--- config.mk ---
export PLATFORM = sky130hd
export DESIGN_NAME = seg7_scan
export DESIGN_NICKNAME = d
export VERILOG_FILES = /design/src/rtl/seg7_scan.sv
export SDC_FILE = /design/constraint.sdc
export NUM_CORES = 1
export LEC_CHECK = 0
export BUFFER_PORTS_ARGS = -buffer_cell sky130_fd_sc_hd__buf_2
export CAP_MARGIN = 10
export CORE_MARGIN = 4
export CORE_UTILIZATION = 45
export CTS_CLUSTER_DIAMETER = 80
export CTS_CLUSTER_SIZE = 10
export DETAILED_ROUTE_END_ITERATION = 8
export HOLD_SLACK_MARGIN = 0.15
export PLACE_DENSITY = 0.68
export SKIP_CTS_REPAIR_TIMING = 1
export SYNTH_ARGS = -nofsm -noshare
export SYNTH_HDL_FRONTEND = slang
export SYNTH_SLANG_ARGS = --single-unit
--- constraint.sdc ---
create_clock -name clk -period 2.7 [get_ports clk]
set_input_delay 0.54 -clock clk [delete_from_list [all_inputs] [get_ports clk]]
set_output_delay 0.54 -clock clk [all_outputs]
set_load 0.005 [all_outputs]
--- src/rtl/seg7_scan.sv ---
// seg7_scan: four-digit multiplexed seven-segment driver with inter-digit blanking and a
// once-per-scan snapshot of the shown value. Optional macro: LEADING_ZERO_BLANK_EN.
module seg7_scan #(
  parameter int unsigned BLANK_CYCLES   = 16,
  parameter bit          SEG_ACTIVE_LOW = 1'b1
) (
  input  logic        clk,
  input  logic        rst_n,
  input  logic        tick,
  input  logic [15:0] value,
  input  logic [3:0]  dp_in,
  output logic [3:0]  an,
  output logic [6:0]  seg,
  output logic        dp
);

  typedef enum logic [1:0] {
    IDLE,
    BLANK,
    SHOW
  } state_t;

  localparam logic [6:0] SEG_OFF  = SEG_ACTIVE_LOW ? 7'h7F : 7'h00;
  localparam logic       DP_OFF   = SEG_ACTIVE_LOW;
  localparam logic [7:0] CNT_LOAD = 8'(BLANK_CYCLES - 1);

  if (BLANK_CYCLES < 1 || BLANK_CYCLES > 255) begin : g_bad_blank
    $error("seg7_scan: BLANK_CYCLES must be in 1..255");
  end

  // Hex font in active-low {g,f,e,d,c,b,a}; polarity is applied on the way out.
  function automatic logic [6:0] decode(input logic [3:0] nib);
    logic [6:0] s;
    case (nib)
      4'h0:    s = 7'h40;
      4'h1:    s = 7'h79;
      4'h2:    s = 7'h24;
      4'h3:    s = 7'h30;
      4'h4:    s = 7'h19;
      4'h5:    s = 7'h12;
      4'h6:    s = 7'h02;
      4'h7:    s = 7'h78;
      4'h8:    s = 7'h00;
      4'h9:    s = 7'h10;
      4'hA:    s = 7'h08;
      4'hB:    s = 7'h03;
      4'hC:    s = 7'h46;
      4'hD:    s = 7'h21;
      4'hE:    s = 7'h06;
      default: s = 7'h0E;
    endcase
    return SEG_ACTIVE_LOW ? s : ~s;
  endfunction

`ifdef LEADING_ZERO_BLANK_EN
  // Digit k is a leading zero when it and every more significant nibble are zero.
  function automatic logic lead_zero(input logic [15:0] s, input logic [1:0] k);
    case (k)
      2'd1:    return (s[15:4] == 12'h000);
      2'd2:    return (s[15:8] == 8'h00);
      2'd3:    return (s[15:12] == 4'h0);
      default: return 1'b0;
    endcase
  endfunction
`endif

  state_t      r_state, w_state_nxt;
  logic        r_tick_q;
  logic [7:0]  r_cnt, w_cnt_nxt;
  logic [1:0]  r_idx, w_idx_nxt;
  logic [15:0] r_snap, w_snap_nxt;
  logic [3:0]  r_an, w_an_nxt;
  logic [6:0]  r_seg, w_seg_nxt;
  logic        r_dp, w_dp_nxt;

  logic        w_tick_rise;
  logic [1:0]  w_idx_inc;
  logic [15:0] w_snap_new;
  logic [3:0]  w_nibble;

  assign w_tick_rise = tick & ~r_tick_q;
  assign w_idx_inc   = r_idx + 2'd1;
  // Digit 0 opens a new scan, so it decodes from the value being captured this edge.
  assign w_snap_new  = (w_idx_inc == 2'd0) ? value : r_snap;
  assign w_nibble    = w_snap_new[{w_idx_inc, 2'b00} +: 4];

  // NOTE: every variable gets a hold default before the case, so no path leaves one unassigned (no latch).
  always_comb begin
    w_state_nxt = r_state;
    w_cnt_nxt   = r_cnt;
    w_idx_nxt   = r_idx;
    w_snap_nxt  = r_snap;
    w_an_nxt    = r_an;
    w_seg_nxt   = r_seg;
    w_dp_nxt    = r_dp;
    case (r_state)
      IDLE, SHOW: begin
        if (w_tick_rise) begin
          w_state_nxt = BLANK;
          w_cnt_nxt   = CNT_LOAD;
          w_an_nxt    = 4'b1111;
          w_seg_nxt   = SEG_OFF;
          w_dp_nxt    = DP_OFF;
        end
      end
      BLANK: begin
        if (r_cnt != 8'd0) begin
          w_cnt_nxt = r_cnt - 8'd1;
        end else begin
          w_state_nxt = SHOW;
          w_idx_nxt   = w_idx_inc;
          w_snap_nxt  = w_snap_new;
          w_an_nxt    = ~(4'b0001 << w_idx_inc);
          w_seg_nxt   = decode(w_nibble);
`ifdef LEADING_ZERO_BLANK_EN
          if (lead_zero(w_snap_new, w_idx_inc)) w_seg_nxt = SEG_OFF;
`endif
          w_dp_nxt    = SEG_ACTIVE_LOW ? ~dp_in[w_idx_inc] : dp_in[w_idx_inc];
        end
      end
      default: w_state_nxt = IDLE;
    endcase
  end

  // NOTE: sequential state uses non-blocking assignments so all registers update together at the edge.
  always_ff @(posedge clk or negedge rst_n) begin
    if (!rst_n) begin
      r_state  <= IDLE;
      r_tick_q <= 1'b0;
      r_cnt    <= 8'd0;
      r_idx    <= 2'd3;
      r_snap   <= 16'h0000;
      r_an     <= 4'b1111;
      r_seg    <= SEG_OFF;
      r_dp     <= DP_OFF;
    end else begin
      r_state  <= w_state_nxt;
      r_tick_q <= tick;
      r_cnt    <= w_cnt_nxt;
      r_idx    <= w_idx_nxt;
      r_snap   <= w_snap_nxt;
      r_an     <= w_an_nxt;
      r_seg    <= w_seg_nxt;
      r_dp     <= w_dp_nxt;
    end
  end

  assign an  = r_an;
  assign seg = r_seg;
  assign dp  = r_dp;

endmodule

==> summary.txt <==
Placement
  – Routability cong.: 0.862
  – Pre-CTS setup slack: 0.00280 ns
  – Placed Cells: 304
  – HPWL Detailed: 3.28 mm
  – I/O Buffers: 34

Synth
  – Sequential share of the synthesized area: 44.6%
  – Synth top area share: 28.9%
  – Synth Cell Area: 2340 sq um
  – Distinct cell type count after synthesis: 38
  – FF+latch count, synth: 41
  – Synth area leaders: dfrtp_1, dfstp_2, mux4_1, ha_1, mux2_2
  – Area leader, netlist: dfrtp_1
  – Synth warnings: 0
  – Avg Inst Size Synth: 11.3 sq um
  – Syn Inst Count: 207
  – Synthesized net count: 242

Setup path
  – Worst r2r path cells: 8
  – Crit path max-delay family: adder cells
  – Crit path to: seg[2]$_DFFE_PN1P_
  – CP Cell Sequence: buf_4, inv_1, ha_1, mux2i_4, inv_1, ha_1, or3_1, a31oi_1
  – R2R setup slack: 0.18 ns
  – Top fanout value on the critical path: 11
  – Worst Setup Start Kind: register
  – CP endpoint kind: register
  – Crit path DAT: 2.74 ns
  – Max incr delay on CP: 0.56 ns
  – CP max stage cell: dfstp_2
  – Number of buffer and inverter stages on the critical path: 3
  – CP Class: reg -> reg
  – Crit Reg-Reg Startpoint: r_idx[0]$_DFFE_PN1P_
  – WP data required: 2.91 ns
  – Crit path launch: r_idx[0]$_DFFE_PN1P_
  – R2R Path End: seg[2]$_DFFE_PN1P_
  – CP Depth: 8

Pwr
  – Cell Pwr Density: 847 nW/um^2
  – Peak supply drop: 0.471 mV
  – P_leak: 1.14 nW

Run status
  – Status: finished, final reports clean

GRT
  – Pin count of the biggest net entering global routing: 42
  – Total gr overflow: 0
  – Gr usage total: 15.0%
  – Vias in the first global route: 1580
  – Initial antenna violation count: 0
  – Global-route wire length before repair: 7.48 mm

Clocking
  – Root Buffer: clkbuf_8
  – Num CTS Buffers: 5
  – # H-tree levels: 2
  – Clock Tree Buf Depth: 2
  – CTS clk-pin slew, worst paths: 0.08 ns
  – Clk Latency, worst-skew pair: 0.29 ns
  – CTS tree: built
  – Clock Sinks: 41

Cells and area
  – Area Growth Syn to Fin: 15.8%
  – Most frequent cells in the layout: buf_2, nor2_1, dfrtp_1, a21oi_1, dfstp_2
  – Nets: 279
  – Layout cells sized above 1: 34.7%
  – Commonest non-fill, non-tap cell in the layout: buf_2
  – Layout Cells excl Fill: 312
  – # diodes: 0

Route
  – Via count: 1611
  – 1st-iter DRT viols: 86
  – Wire per inst: 14.0 um
  – Post-route DRC: 0
  – DRT Pass-1 Iters: 5
  – Post-route ant nets: 0
  – Vias per inst: 5.16
  – Routed WL: 4.38 mm

Floorplan
  – Row count: 25
  – Die area: 6410 sq um
  – Die Y: 80.1 um
  – Number of I/O pins: 35
  – Core box area: 4880 sq um
  – Initial Util: 47.9%
  – Chip width: 80.1 um

Timing
  – Slew HR: 40.8%
  – Hold WS: 0.372 ns
  – Worst Setup Slack, final: 0.177 ns
  – Maximum clock frequency: 0.396 GHz
  – RSZ-0062 raised after global routing: false
  – Final Hold Violating Endpoints: 0
  – Number of setup violations in the final report: 0
  – Worst Tran Pin Value: 0.888 ns
  – Tcrit/Tclk final: 93.4%
  – Fin. max-slew vios: 0
  – Final worst path period need: 2.52 ns
  – Fin Clk Skew: 0.00504 ns
  – Setup_tns: 0 ns

Hold path
  – Worst Hold Class: in -> async

Run
  – MaxCap Viol Count: 0
## cell usage after synthesis (all sizes together)
cell type  instances
o211ai             4
dfstp             14
nor3               1
buf                7
nor2              33
mux2              12
a21boi             1
or3b               1
o2111ai            1
mux2i             13
o21a               1
a31oi              7
nand2b             2
xnor2              3
a21oi             15
nor2b              1
dfrtp             27
o21ai              6
ha                12
a2bb2oi            1
nand2              8
inv               10
or2                2
nand3              2
nor4               1
mux4               9
or3                1
clkbuf             5
and2               1
and4b              1
a31o               1
xor2               4
## worst register-to-register path, delay by kind of cell, from the launching register on
kind | cells | cell delay, ns
compound gates | 1 | 0.18
simple gates | 1 | 0.38
fa+ha+maj | 2 | 0.66
mux | 1 | 0.27
flops | 1 | 0.56
buf+inv | 3 | 0.39
## flip-flops by register name (all words and copies together), names as in the netlist
signal,count
r_snap,16
r_tick_q,1
dp,1
an,4
r_idx,2
r_cnt,8
seg,7
r_state,2
## power breakdown
group          internal, mW  switching [mW]
registers             0.809          0.0957
logic                 0.455           0.502
clock network         0.231           0.201
## logic make-up (layout without fill, tap and decap cells)
family	Yosys count	in the layout	share of synthesized area [%]
and+or+nand+nor	54	54	10.3
DFF	41	41	44.6
AOI/OAI and AO/OA	37	37	9.42
muxes	34	34	21.7
buffers and inverters	22	60	4.93
adders and majority gates	12	12	6.42
xor gates and xnor gates	7	7	2.62
## worst min path at each step
stage                                 from                      to  slack [ns]  cells after the start
global placement      r_cnt[0]$_DFFE_PN0P_    r_cnt[0]$_DFFE_PN0P_        0.48                      1
detailed placement  r_snap[13]$_DFFE_PN0P_  r_snap[13]$_DFFE_PN0P_        0.49                      1
global route                          tick      r_tick_q$_DFF_PN0_        0.37                      1
CTS                                   tick      r_tick_q$_DFF_PN0_        0.37                      1
finish                               rst_n    r_cnt[7]$_DFFE_PN0P_        0.37                      1
floorplan                            rst_n    r_cnt[0]$_DFFE_PN0P_        0.24                      0
## metrics by stage
stage	power [mW]	cell area, sq um	util [%]
3_5_place_dp	1.86	2590	53.0
6_report	2.29	2710	55.5
3_3_place_gp	1.84	2590	53.0
4_1_cts	2.31	2690	55.1
5_1_grt	2.49	2710	55.5
2_1_floorplan	1.57	2340	-
## metal layers
| metal | up-vias | wire, um | GRT usage, % |
|---|---|---|---|
| li1 | 805 | - | - |
| met1 | 768 | 2090 | 21.8 |
| met2 | 36 | 2040 | 22.4 |
| met3 | 2 | 217 | 3.81 |
| met4 | 0 | 24 | 4.05 |
| met5 | - | 0 | 0 |
## cell type report
cell class                      count  area [sq um]
Fill cell                         437          2170
Multi-Input combinational cell    144          1200
Sequential cell                    41          1040
Timing Repair Buffer               42           243
Clock buffer                        7          96.3
Tap cell                           67          83.8
Inverter                           10          37.5
Clock inverter                      1          5.00
No activity file was read; power rests on OpenSTA's default activity.
